File: config.mk
export PLATFORM = sky130hd
export DESIGN_NAME = fp4mac_axil_master
export DESIGN_NICKNAME = d
export VERILOG_FILES = /design/src/rtl/fp4mac_axil_master.sv
export SDC_FILE = /design/constraint.sdc
export NUM_CORES = 1
export LEC_CHECK = 0
export BUFFER_PORTS_ARGS = -buffer_cell sky130_fd_sc_hd__buf_2
export CORE_ASPECT_RATIO = 1.1
export CORE_UTILIZATION = 40
export CTS_BUF_LIST = sky130_fd_sc_hd__clkbuf_4
export CTS_CLUSTER_DIAMETER = 30
export DETAILED_ROUTE_END_ITERATION = 16
export GPL_ROUTABILITY_DRIVEN = 0
export PLACE_DENSITY = 0.8
export SYNTH_ARGS = -nofsm -noshare
export SYNTH_HDL_FRONTEND = slang
export SYNTH_SLANG_ARGS = --single-unit
File: constraint.sdc
create_clock -name m_axi_aclk -period 1.75 [get_ports m_axi_aclk]
set_clock_uncertainty 0.1 [all_clocks]
set_input_delay 0.0875 -clock m_axi_aclk [delete_from_list [all_inputs] [get_ports m_axi_aclk]]
set_output_delay 0.0875 -clock m_axi_aclk [all_outputs]
set_load 0.005 [all_outputs]
File: src/rtl/fp4mac_axil_master.sv
// AXI-Lite initiator turning FP4 MAC commands into register writes plus result polling.
// Command accepted only in IDLE; each beat waits on its slave handshake; response held until consumed.
module fp4mac_axil_master #(
  parameter logic [31:0] ADDR_BASE = 32'h0000_0000,
  parameter int          POLL_MAX  = 16
) (
  input  logic        m_axi_aclk,
  input  logic        m_axi_aresetn,
  input  logic        i_cmd_valid,
  output logic        o_cmd_ready,
  input  logic [3:0]  i_cmd_a,
  input  logic [3:0]  i_cmd_b,
  input  logic        i_cmd_clr,
  input  logic        i_cmd_read,
  output logic        o_rsp_valid,
  input  logic        i_rsp_ready,
  output logic [3:0]  o_rsp_data,
  output logic        o_rsp_err,
  output logic [31:0] m_axi_awaddr,
  output logic        m_axi_awvalid,
  input  logic        m_axi_awready,
  output logic [31:0] m_axi_wdata,
  output logic [3:0]  m_axi_wstrb,
  output logic        m_axi_wvalid,
  input  logic        m_axi_wready,
  input  logic [1:0]  m_axi_bresp,
  input  logic        m_axi_bvalid,
  output logic        m_axi_bready,
  output logic [31:0] m_axi_araddr,
  output logic        m_axi_arvalid,
  input  logic        m_axi_arready,
  input  logic [31:0] m_axi_rdata,
  input  logic [1:0]  m_axi_rresp,
  input  logic        m_axi_rvalid,
  output logic        m_axi_rready
);

  localparam logic [7:0] PMAX = 8'(POLL_MAX);

  typedef enum logic [2:0] {IDLE, WR, WR_RESP, RD_ADDR, RD_DATA, RSP} state_t;

  state_t      state, state_nxt;
  logic [3:0]  a_q, b_q;
  logic        read_q;
  logic [2:0]  step;
  logic        aw_done, w_done;
  logic [7:0]  poll_cnt;
  logic [3:0]  rsp_data_q;
  logic        rsp_err_q;
  logic [31:0] wr_off, wr_dat;

  logic cmd_hs, aw_hs, w_hs, b_hs, r_hs, wr_both, last_step, poll_last, rd_stop;
  logic unused_rdata;

  assign cmd_hs    = i_cmd_valid && o_cmd_ready;
  assign aw_hs     = m_axi_awvalid && m_axi_awready;
  assign w_hs      = m_axi_wvalid && m_axi_wready;
  assign b_hs      = m_axi_bvalid && m_axi_bready;
  assign r_hs      = m_axi_rvalid && m_axi_rready;
  assign wr_both   = (aw_done || aw_hs) && (w_done || w_hs);
  assign last_step = (step == 3'd5);
  assign poll_last = ((poll_cnt + 8'd1) == PMAX);
  assign rd_stop   = (m_axi_rresp != 2'b00) || m_axi_rdata[31] || poll_last;

  assign m_axi_wstrb  = 4'hF;
  assign o_rsp_data   = rsp_data_q;
  assign o_rsp_err    = rsp_err_q;
  assign unused_rdata = ^m_axi_rdata[30:4];

  // Write list: steps 0/1 pulse the accumulator clear, 2/3 load operands, 4/5 pulse start.
  always_comb begin
    wr_off = 32'h0;
    wr_dat = 32'h0;
    case (step)
      3'd0:    wr_dat = 32'h2;
      3'd2:    begin wr_off = 32'h4; wr_dat = {28'b0, a_q}; end
      3'd3:    begin wr_off = 32'h8; wr_dat = {28'b0, b_q}; end
      3'd4:    wr_dat = 32'h1;
      default: wr_dat = 32'h0;
    endcase
  end

  always_ff @(posedge m_axi_aclk or negedge m_axi_aresetn) begin
    if (!m_axi_aresetn) state <= IDLE;
    else                state <= state_nxt;
  end

  always_comb begin
    state_nxt = state;
    case (state)
      IDLE:    if (i_cmd_valid) state_nxt = WR;
      WR:      if (wr_both) state_nxt = WR_RESP;
      WR_RESP: if (m_axi_bvalid) begin
                 if (m_axi_bresp != 2'b00) state_nxt = RSP;
                 else if (!last_step)      state_nxt = WR;
                 else                      state_nxt = read_q ? RD_ADDR : RSP;
               end
      RD_ADDR: if (m_axi_arready) state_nxt = RD_DATA;
      RD_DATA: if (m_axi_rvalid) state_nxt = rd_stop ? RSP : RD_ADDR;
      RSP:     if (i_rsp_ready) state_nxt = IDLE;
      default: state_nxt = IDLE;
    endcase
  end

  always_comb begin
    o_cmd_ready   = 1'b0;
    o_rsp_valid   = 1'b0;
    m_axi_awvalid = 1'b0;
    m_axi_awaddr  = 32'h0;
    m_axi_wvalid  = 1'b0;
    m_axi_wdata   = 32'h0;
    m_axi_bready  = 1'b0;
    m_axi_arvalid = 1'b0;
    m_axi_araddr  = 32'h0;
    m_axi_rready  = 1'b0;
    case (state)
      IDLE:    o_cmd_ready = 1'b1;
      WR:      begin
                 m_axi_awvalid = !aw_done;
                 m_axi_wvalid  = !w_done;
                 m_axi_awaddr  = ADDR_BASE + wr_off;
                 m_axi_wdata   = wr_dat;
               end
      WR_RESP: m_axi_bready = 1'b1;
      RD_ADDR: begin
                 m_axi_arvalid = 1'b1;
                 m_axi_araddr  = ADDR_BASE + 32'h0C;
               end
      RD_DATA: m_axi_rready = 1'b1;
      RSP:     o_rsp_valid = 1'b1;
      default: o_cmd_ready = 1'b0;
    endcase
  end

  always_ff @(posedge m_axi_aclk or negedge m_axi_aresetn) begin
    if (!m_axi_aresetn) begin
      a_q        <= 4'h0;
      b_q        <= 4'h0;
      read_q     <= 1'b0;
      step       <= 3'd0;
      aw_done    <= 1'b0;
      w_done     <= 1'b0;
      poll_cnt   <= 8'd0;
      rsp_data_q <= 4'h0;
      rsp_err_q  <= 1'b0;
    end else begin
      case (state)
        IDLE: if (cmd_hs) begin
                a_q        <= i_cmd_a;
                b_q        <= i_cmd_b;
                read_q     <= i_cmd_read;
                step       <= i_cmd_clr ? 3'd0 : 3'd2;
                aw_done    <= 1'b0;
                w_done     <= 1'b0;
                poll_cnt   <= 8'd0;
                rsp_data_q <= 4'h0;
                rsp_err_q  <= 1'b0;
              end
        WR: if (wr_both) begin
              aw_done <= 1'b0;
              w_done  <= 1'b0;
            end else begin
              if (aw_hs) aw_done <= 1'b1;
              if (w_hs)  w_done  <= 1'b1;
            end
        WR_RESP: if (b_hs) begin
                   if (m_axi_bresp != 2'b00) rsp_err_q <= 1'b1;
                   else if (!last_step)      step <= step + 3'd1;
                 end
        RD_DATA: if (r_hs) begin
                   rsp_data_q <= m_axi_rdata[3:0];
                   poll_cnt   <= poll_cnt + 8'd1;
                   // A set valid bit wins over the poll limit on the final read.
                   if ((m_axi_rresp != 2'b00) || (!m_axi_rdata[31] && poll_last))
                     rsp_err_q <= 1'b1;
                 end
        default: ;
      endcase
    end
  end

endmodule

# Word-level counts from Yosys, hierarchy flattened
# Index checks and enable logic that the tools add are counted.
op_classes:
  reduce_logical: 30
  n_addsub: 2
  n_mux: 47
  eq_ne: 25
op_table:
  columns: ["operator", "count"]
  rows:
  - ["two-way mux 3 bit", 14]
  - ["two-way mux 32 bit", 1]
  - ["!= test 2 bit, second input constant", 13]
  - ["case mux 3 bit (6 select lines)", 1]
  - ["two-way mux 1 bit", 16]
  - ["two-way mux 4 bit", 4]
  - ["two-way mux 8 bit", 2]
  - ["case mux 4 bit (2 select lines)", 2]
  - ["case mux 4 bit (4 select lines)", 1]
  - ["case mux 8 bit (2 select lines)", 1]
  - ["equality test 3 x 2 -> 1 bit, second input constant", 4]
  - ["equality test 3 bit, second input constant", 4]
  - ["AND reduction 6 bit", 2]
  - ["nonzero test 2 bit", 5]
  - ["AND reduction 3 bit", 3]
  - ["adder 8 x 1 -> 8 bit, second input constant", 1]
  - ["equality test 8 x 5 -> 1 bit, second input constant", 1]
  - ["logical AND 1 bit", 7]
  - ["zero test 3 bit", 2]
  - ["!= test 3 bit, second input constant", 2]
  - ["case mux 3 bit (2 select lines)", 1]
  - ["logical OR 1 bit", 5]
  - ["AND reduction 5 bit", 1]
  - ["case mux 1 bit (2 select lines)", 2]
  - ["7 further kinds", 9]
word_totals:
  elab_cells: 114
  reg_bits: 30
  input_bits: 55
  output_inout_bits: 112

# Depth between registers and ports, before layout
# Gate-level depths: netlist of the first run.
logic_depth:
  depth_word: 7
  depth_mapped: 7
  ltp_nobuf: 6

# Worst setup path after synthesis of the first run
# No wires, ideal clock.
synth_timing:
  path_kind: "reg-to-reg"
  startpoint: "reg step[1]"
  endpoint: "reg step[1]"
  path_slack_ns: -0.009
  required_time_ns: 1.525
  synth_period_minus_slack_ns: 1.759
  path_stages_with_launch: 7
  path_buffers: 0
  setup_ns: 0.125
  t_arrival_ns: 1.534
  cell_sequence: "dfrtp_1 > inv_1 > ha_1 > nand2_1 > a21oi_1 > or4_4 > mux2_4"
synth_via:
  elab_chain_len: 5
  word_cells_on_any_way: 8
  classes_between: "1 x add/sub; 2 x eq/ne; 4 x mux; 1 x reduce/logical"
synth_rtl:
  columns: ["item", "line_no", "text"]
  rows:
  - ["start, declared", "45", "logic [2:0] step;"]
  - ["start signal, assigned", "152", "step <= i_cmd_clr ? 3'd0 : 3'd2;"]
  - ["start signal, assigned", "168", "else if (!last_step) step <= step + 3'd1;"]
  - ["adder 3 x 1 -> 3 bit", "168", null]
  - ["two-way mux 3 bit", "168", null]
  - ["two-way mux 3 bit", "167", "if (m_axi_bresp != 2'b00) rsp_err_q <= 1'b1;"]
  - ["two-way mux 3 bit", "166", "WR_RESP: if (b_hs) begin"]
  - ["case mux 3 bit (2 select lines)", "147", "case (state)"]
# Parallel ways exist; a longest one is shown, timed or not. The select of a mux whose other input is x is not followed.
# A chain may end at the register's enable or synchronous reset.

# Final worst setup path of the first run
layout_timing:
  startpoint: "reg step[0]"
  endpoint: "out m_axi_wdata[0]"
layout_via:
  elab_chain_len: 3
  word_cells_on_any_way: 6
  classes_between: "3 x eq/ne; 2 x mux; 1 x reduce/logical"
layout_rtl:
  columns: ["item", "line_no", "text"]
  rows:
  - ["equality test 3 bit (tied with other cells)", "74", "case (step)"]
  - ["case mux 4 bit (4 select lines) (*)", "74", null]
  - ["two-way mux 32 bit (*)", "116", "case (state)"]
  - ["end, declared", "22", "output logic [31:0] m_axi_wdata,"]
# Every way passes the cells marked *; elsewhere a longest branch is shown, timed or not.

==> reports/metrics.yaml, run 1 <==
outcome:
  status: "complete, but fails checks"
  violations: "setup timing"
clock_network:
  numCtsBuffers: 5
  clk_pin_slew_ns: 0.11
  clockBufferDepth: 2
  cts.htree.levels: 2
  cts_sinks: 30
  root_buffer: "clkbuf_4"
  cts_tree: "built"
  clkLatencyLatePin_ns: 0.34
power_and_ir_drop:
  ir_worst_vdd_v: 0.000591
  netSwitchingFraction_pct: 40.1
  power_frac_seq_pct: 28.0
  power.internal_mw: 2.43
  clkPwrFrac_pct: 10.0
  power.density_nw_per_um2: 1230
  switchingPower_mw: 1.62
  leakagePower_nw: 1.65
  combPwrFrac_pct: 62.0
timing:
  fmax_ghz: 0.506
  fin_tns_setup_ns: -1.31
  worstMarginPinSlew_ns: 0.687
  whs_ns: 0.0388
  post-route-min-period_ns: 1.98
  layout_setup_ws_ns: -0.227
  setup_viol: 12
  relSlewSlack_pct: 54.2
  drv_slew: 0
  rsz0062_at_grt: "yes"
  hold_violations: 0
  finalCritPeriodShare_pct: 113
floorplanning:
  std_cell_rows: 30
  die_w_um: 78.0
  ios: 167
  initial_core_util_pct: 41.3
  core_um2: 6160
  fp.dieH_um: 85.6
  dieArea_um2: 6680
cells_and_area:
  synthToLayoutAreaGrowth_pct: 30.1
  multi_input_area_um2: 1600
  layout_common_cells: "conb_1 (92), buf_2 (46), dfrtp_1 (27), buf_4 (27), dlygate4sd3_1 (19)"
  fillers: 528
  final_net_count: 443
  n_antenna_cell: 0
  drive_gt1_share_pct: 36.6
  final_common_cell: "conb_1"
  seq_area_um2: 754
yosys:
  synth-edff-count: 0
  synth_cells: 283
  synth-seq-cells: 30
  yosys_warnings: 0
  synth_flop_cell: "dfrtp_1"
  synthArstFlopShare_pct: 100
  synthDistinctLibCells: 54
  synth-seq-area-share_pct: 29.5
  synth.cell_area_um2: 2540
  syn_area_per_cell_um2: 8.98
run:
  cap_violations: 0
worst_setup_path:
  cp_max_fo: 3
  worstPathArrival_ns: 1.79
  cp.required_ns: 1.56
  worstSetupPathType: "register to primary output"
  endpoint_kind: "primary output"
  start_kind: "register"
route:
  drt_iter0_markers: 102
  drc: 0
  postRouteAntennaNets: 0
  routedWlPerCell_um: 13.8
  routed_via_density: 4.68
  wl_mm: 6.41
  drt-pass1-iter-count: 4
  num_vias: 2168
global_route:
  grt_max_degree: 31
  grt_pass1_wl_mm: 9.49
  grt_pass1_vias: 2033
  grt_overflow_total: 0
  gr-usage-all-layers_pct: 18.5
  antenna_found_initial: 0
worst_hold_path:
  hold_path_class: "input pin to register"
placed_design:
  dpl.hpwl_mm: 3.79
  place_ws_ns: -0.158
  portBuffers: 47
[logic make-up (layout without fill, tap and decap cells)]
group / after synthesis / after routing / share of synthesized area (%)
AO/OA/AOI/OAI: 54 / 54 / 14.4
XOR/XNOR: 3 / 3 / 1.03
adder cells (fa/ha/maj): 6 / 6 / 2.95
buffers and inverters: 109 / 119 / 30.6
flip-flops: 30 / 30 / 29.5
multiplexers: 15 / 15 / 6.60
other: 2 / 92 / 0.296
AND/OR/NAND/NOR: 64 / 64 / 14.6
[Yosys cell counts (2+ instances only)]
cell,n,area (µm²)
nor3b_2,2,25.0
nand2_1,15,56.3
o211ai_1,2,15.0
mux2i_1,4,40.0
xor2_1,2,17.5
buf_4,96,721
nor2_1,14,52.6
o21ai_1,5,25.0
o21a_1,2,15.0
a2111oi_0,2,17.5
nor4_1,2,12.5
nand3_1,3,15.0
conb_1,2,7.51
inv_1,6,22.5
nor3_1,4,20.0
buf_2,6,30.0
and3_1,2,12.5
o31ai_1,2,15.0
or3_1,3,18.8
mux2_1,9,101
nor2b_1,4,25.0
a21oi_1,14,70.1
o21ai_0,6,30.0
a22oi_1,3,22.5
and2_1,4,25.0
a22o_1,7,61.3
ha_1,6,75.1
dfrtp_1,30,751
[critical path, stage by stage, from the launching register on]
cell and delay (ns):
dfrtp_1 0.41, buf_6 0.14, ha_4 0.16, ha_4 0.16
a22o_1 0.21, a31oi_1 0.16, nor2_1 0.07, buf_2 0.14
[area by class of cell]
type	instances	share of cell area, %
clock buffers	6	1.36
repair buffers	105	23.3
well taps	80	3.03
flip-flops and latches	30	22.8
inverters	6	0.795
multi-input cells	234	48.5
clock inverters	2	0.265
[flip-flops by register name, indices dropped and copies added, names as in the netlist]
name / count
a_q: 4
o_rsp_data: 4
poll_cnt: 8
aw_done: 1
read_q: 1
b_q: 4
step: 3
w_done: 1
o_rsp_err: 1
state: 3
[routing by layer]
| layer | track usage [%] | up-vias | part of all wire (%) | routed length [µm] |
|---|---|---|---|---|
| li1 | - | 993 | - | - |
| met1 | 19.7 | 1040 | 37 | 2360 |
| met2 | 34.4 | 111 | 54 | 3490 |
| met3 | 4.79 | 24 | 5.1 | 329 |
| met4 | 7.74 | 0 | 3.5 | 227 |
| met5 | 0 | - | 0 | 0 |
[power groups by stage]
stage               clock network, mW  registers, mW  logic [mW]
floorplan                           0           1.08        1.22
global placement                    0           1.13        1.59
detailed placement                  0           1.14        1.65
CTS                             0.421           1.11        2.16
global route                    0.465           1.16        2.71
finish                          0.405           1.13        2.51
[final timing paths]
check                                      from                      end  slack (ns)  cells past startpoint
hold reg to reg              a_q[1]$_DFFE_PN0P_       a_q[1]$_DFFE_PN0P_        0.40                      1
max in group asynchronous         m_axi_aresetn      step[2]$_DFFE_PN0P_        0.82                      2
min in group asynchronous         m_axi_aresetn  poll_cnt[5]$_DFFE_PN0P_        0.23                      2
setup reg to reg           state[0]$_DFFE_PN0P_       b_q[1]$_DFFE_PN0P_       -0.12                      5
hold / removal                      i_cmd_valid       w_done$_DFFE_PN0P_        0.04                      3
setup / recovery            step[0]$_DFFE_PN0P_           m_axi_wdata[0]       -0.23                      7
[what timing repair did]
| item | 4_1_cts | 5_1_grt |
|---|---|---|
| hold buffers | 19 | 0 |
| pin swaps | 6 | 12 |
| endpoints found under the hold margin | 47 | 0 |
| setup buffers | 10 | 7 |
| gates cloned | 1 | 0 |
| gates resized for setup | 41 | 32 |
| endpoints found under the setup margin | 37 | 36 |
[per-stage QoR]
stage	cell area (µm²)	utilization, %	power [mW]	std cells
final	3310	53.7	4.05	463
after detailed placement	2630	42.8	2.79	420
after floorplan	2880	-	2.30	373
after CTS	3110	50.5	3.69	457
after global routing	3310	53.7	4.33	463
after global placement	2630	42.8	2.72	420
(Power assumes the default switching activity.)
==> inputs of run 2 (changes only) <==
--- a/config.mk
+++ b/config.mk
@@ -7,12 +7,12 @@
 export LEC_CHECK = 0
 export BUFFER_PORTS_ARGS = -buffer_cell sky130_fd_sc_hd__buf_2
 export CORE_ASPECT_RATIO = 1.1
-export CORE_UTILIZATION = 40
+export CORE_UTILIZATION = 47
 export CTS_BUF_LIST = sky130_fd_sc_hd__clkbuf_4
 export CTS_CLUSTER_DIAMETER = 30
 export DETAILED_ROUTE_END_ITERATION = 16
 export GPL_ROUTABILITY_DRIVEN = 0
-export PLACE_DENSITY = 0.8
+export PLACE_DENSITY = 0.88
 export SYNTH_ARGS = -nofsm -noshare
 export SYNTH_HDL_FRONTEND = slang
 export SYNTH_SLANG_ARGS = --single-unit
==> constraint.sdc (replaced) <==
create_clock -name m_axi_aclk -period 2.5 [get_ports m_axi_aclk]
set_clock_uncertainty 0.1 [all_clocks]
set_input_delay 0.125 -clock m_axi_aclk [delete_from_list [all_inputs] [get_ports m_axi_aclk]]
set_output_delay 0.125 -clock m_axi_aclk [all_outputs]
set_load 0.005 [all_outputs]
==> run 2 against run 1 <==
The run now ends clean. Critical endpoint is now m_axi_wdata[3]. Critical path type unchanged. Sequential share of layout area rose by 5.1 points. Combinational power fell by 63%. Cell count down 10%. Clock power is 31% lower. Sequential cell count is the same.
==> reports/metrics.yaml, run 2 (same netlist as run 1, synthesis figures left out) <==
worst_setup_path:
  worstPathCellList: "nor3b_2 > o211ai_1 > nor2_1 > buf_2"
  start_kind: "register"
  cp.depth: 4
  r2r_slack_ns: 0.37
  cp.required_ns: 2.28
  slowest_stage: "dfrtp_1"
  critPathBufInv: 1
  timing.rr.start: "state[2]$_DFFE_PN0P_"
  worstSetupEndpoint: "m_axi_wdata[3]"
  slowest_delay_ns: 0.59
  worstSetupPathType: "register to primary output"
  cp_max_fo: 17
  r2r_cells: 5
  crit_family: "simple AND/OR/NAND/NOR gates"
  reg2reg_to: "poll_cnt[7]$_DFFE_PN0P_"
  worstPathArrival_ns: 1.95
  critPathLaunch: "state[2]$_DFFE_PN0P_"
  endpoint_kind: "primary output"
floorplanning:
  dieArea_um2: 5710
  initial_core_util_pct: 49.8
  die_w_um: 72.1
  std_cell_rows: 27
  fp.dieH_um: 79.1
  ios: 167
  core_um2: 5100
global_route:
  grt_max_degree: 31
  grt_overflow_total: 0
  gr-usage-all-layers_pct: 18.0
  grt_pass1_vias: 1682
  grt_pass1_wl_mm: 7.88
  antenna_found_initial: 0
route:
  wl_mm: 4.99
  drc: 0
  drt-pass1-iter-count: 4
  postRouteAntennaNets: 0
  drt_iter0_markers: 111
  num_vias: 1960
  routedWlPerCell_um: 12.0
  routed_via_density: 4.71
cells_and_area:
  postLayoutCoreUtil_pct: 52.7
  stdcell_count: 416
  largest_register: "poll_cnt"
  n_antenna_cell: 0
  layout_common_cells: "conb_1 (92), buf_2 (47), dfrtp_1 (29), dlygate4sd3_1 (17), nand2_1 (15)"
  final_net_count: 404
  final_common_cell: "conb_1"
  synthToLayoutAreaGrowth_pct: 5.86
  drive_gt1_share_pct: 19.2
  largest_register_ffs: 8
clock_network:
  numCtsBuffers: 5
  cts_setup_buffers: 0
  cts_tree: "built"
  root_buffer: "clkbuf_4"
  cts.htree.levels: 2
  clk_pin_slew_ns: 0.09
  clkLatencyLatePin_ns: 0.34
  cts_sinks: 30
  clockBufferDepth: 2
placed_design:
  dp_cells: 391
  portBuffers: 47
  dpl.hpwl_mm: 3.58
  place_ws_ns: 0.281
timing:
  layout_setup_ws_ns: 0.328
  fin_tns_setup_ns: 0
  hold_violations: 0
  drv_slew: 0
  fmax_ghz: 0.460
  worstMarginPinSlew_ns: 0.733
  setup_viol: 0
  finalCritPeriodShare_pct: 86.9
  rsz0062_at_grt: "no"
  relSlewSlack_pct: 51.0
  post-route-min-period_ns: 2.17
power_and_ir_drop:
  leakagePower_nw: 1.38
  power.density_nw_per_um2: 775
  ir_worst_vdd_v: 0.000413
  finalPower_mw: 2.08
run:
  cap_violations: 0
worst_hold_path:
  hold_path_class: "input pin to register"
  whs_path_depth: 3
outcome:
  status: "complete, no violations"
==> run 2: cell count changes in the layout (fill, tap and decap cells not counted), sizes merged <==
cell and change:
inv +1, buf -37, dlygate4sd3 -2, clkbuf -1
==> run 2: worst reg2reg max path, delay by kind of cell, from the launching register on <==
family | cells | cell delay [ns]
buf+inv | 1 | 0.19
flops | 1 | 0.59
compound gates | 2 | 0.34
simple gates | 2 | 0.80
==> run 2: report_power, final <==
part | leakage (nW) | switching [mW] | internal (mW) | total (mW)
clock | 0.0286 | 0.176 | 0.104 | 0.280
combinational | 0.970 | 0.469 | 0.467 | 0.936
sequential | 0.386 | 0.215 | 0.652 | 0.867
==> run 2: worst min path at each step <==
stage,from,slack (ns),to
after floorplan,m_axi_aresetn,-0.27,a_q[0]$_DFFE_PN0P_
after global placement,m_axi_aresetn,0.09,a_q[2]$_DFFE_PN0P_
after detailed placement,m_axi_aresetn,0.10,a_q[2]$_DFFE_PN0P_
after CTS,m_axi_arready,0.01,state[1]$_DFFE_PN0P_
after global routing,m_axi_bvalid,0.03,state[1]$_DFFE_PN0P_
final,m_axi_arready,0.02,state[1]$_DFFE_PN0P_
==> run 2: cell type report <==
cell class / instances / area [µm²]
multi-input cells: 234 / 1350
inverters: 6 / 22.5
well taps: 72 / 90.1
fillers: 460 / 2410
repair buffers: 66 / 420
clock inverters: 3 / 16.3
flip-flops and latches: 30 / 752
clock buffers: 5 / 37.5
==> run 2: metal layers <==
| metal | global-route usage, % | vias to the layer above | wire (µm) |
|---|---|---|---|
| met1 | 22.4 | 919 | 1990 |
| met3 | 4.06 | 9 | 356 |
| met5 | 0 | - | 0 |
| met2 | 30.6 | 119 | 2550 |
| met4 | 5.88 | 0 | 84 |
| li1 | - | 913 | - |
==> run 2: timing repair <==
| action | 4_1_cts | 5_1_grt |
|---|---|---|
| endpoints found under the setup margin | 0 | 1 |
| hold endpoints to repair | 46 | 0 |
| resized for setup | 0 | 1 |
| hold buffers | 17 | 0 |
==> run 2: metrics by stage <==
step	hold WS [ns]	instance area [µm²]
floorplan	-0.271	2880
global placement	0.0892	2460
detailed placement	0.103	2460
CTS	0.0148	2690
global route	0.0324	2690
finish	0.0238	2690
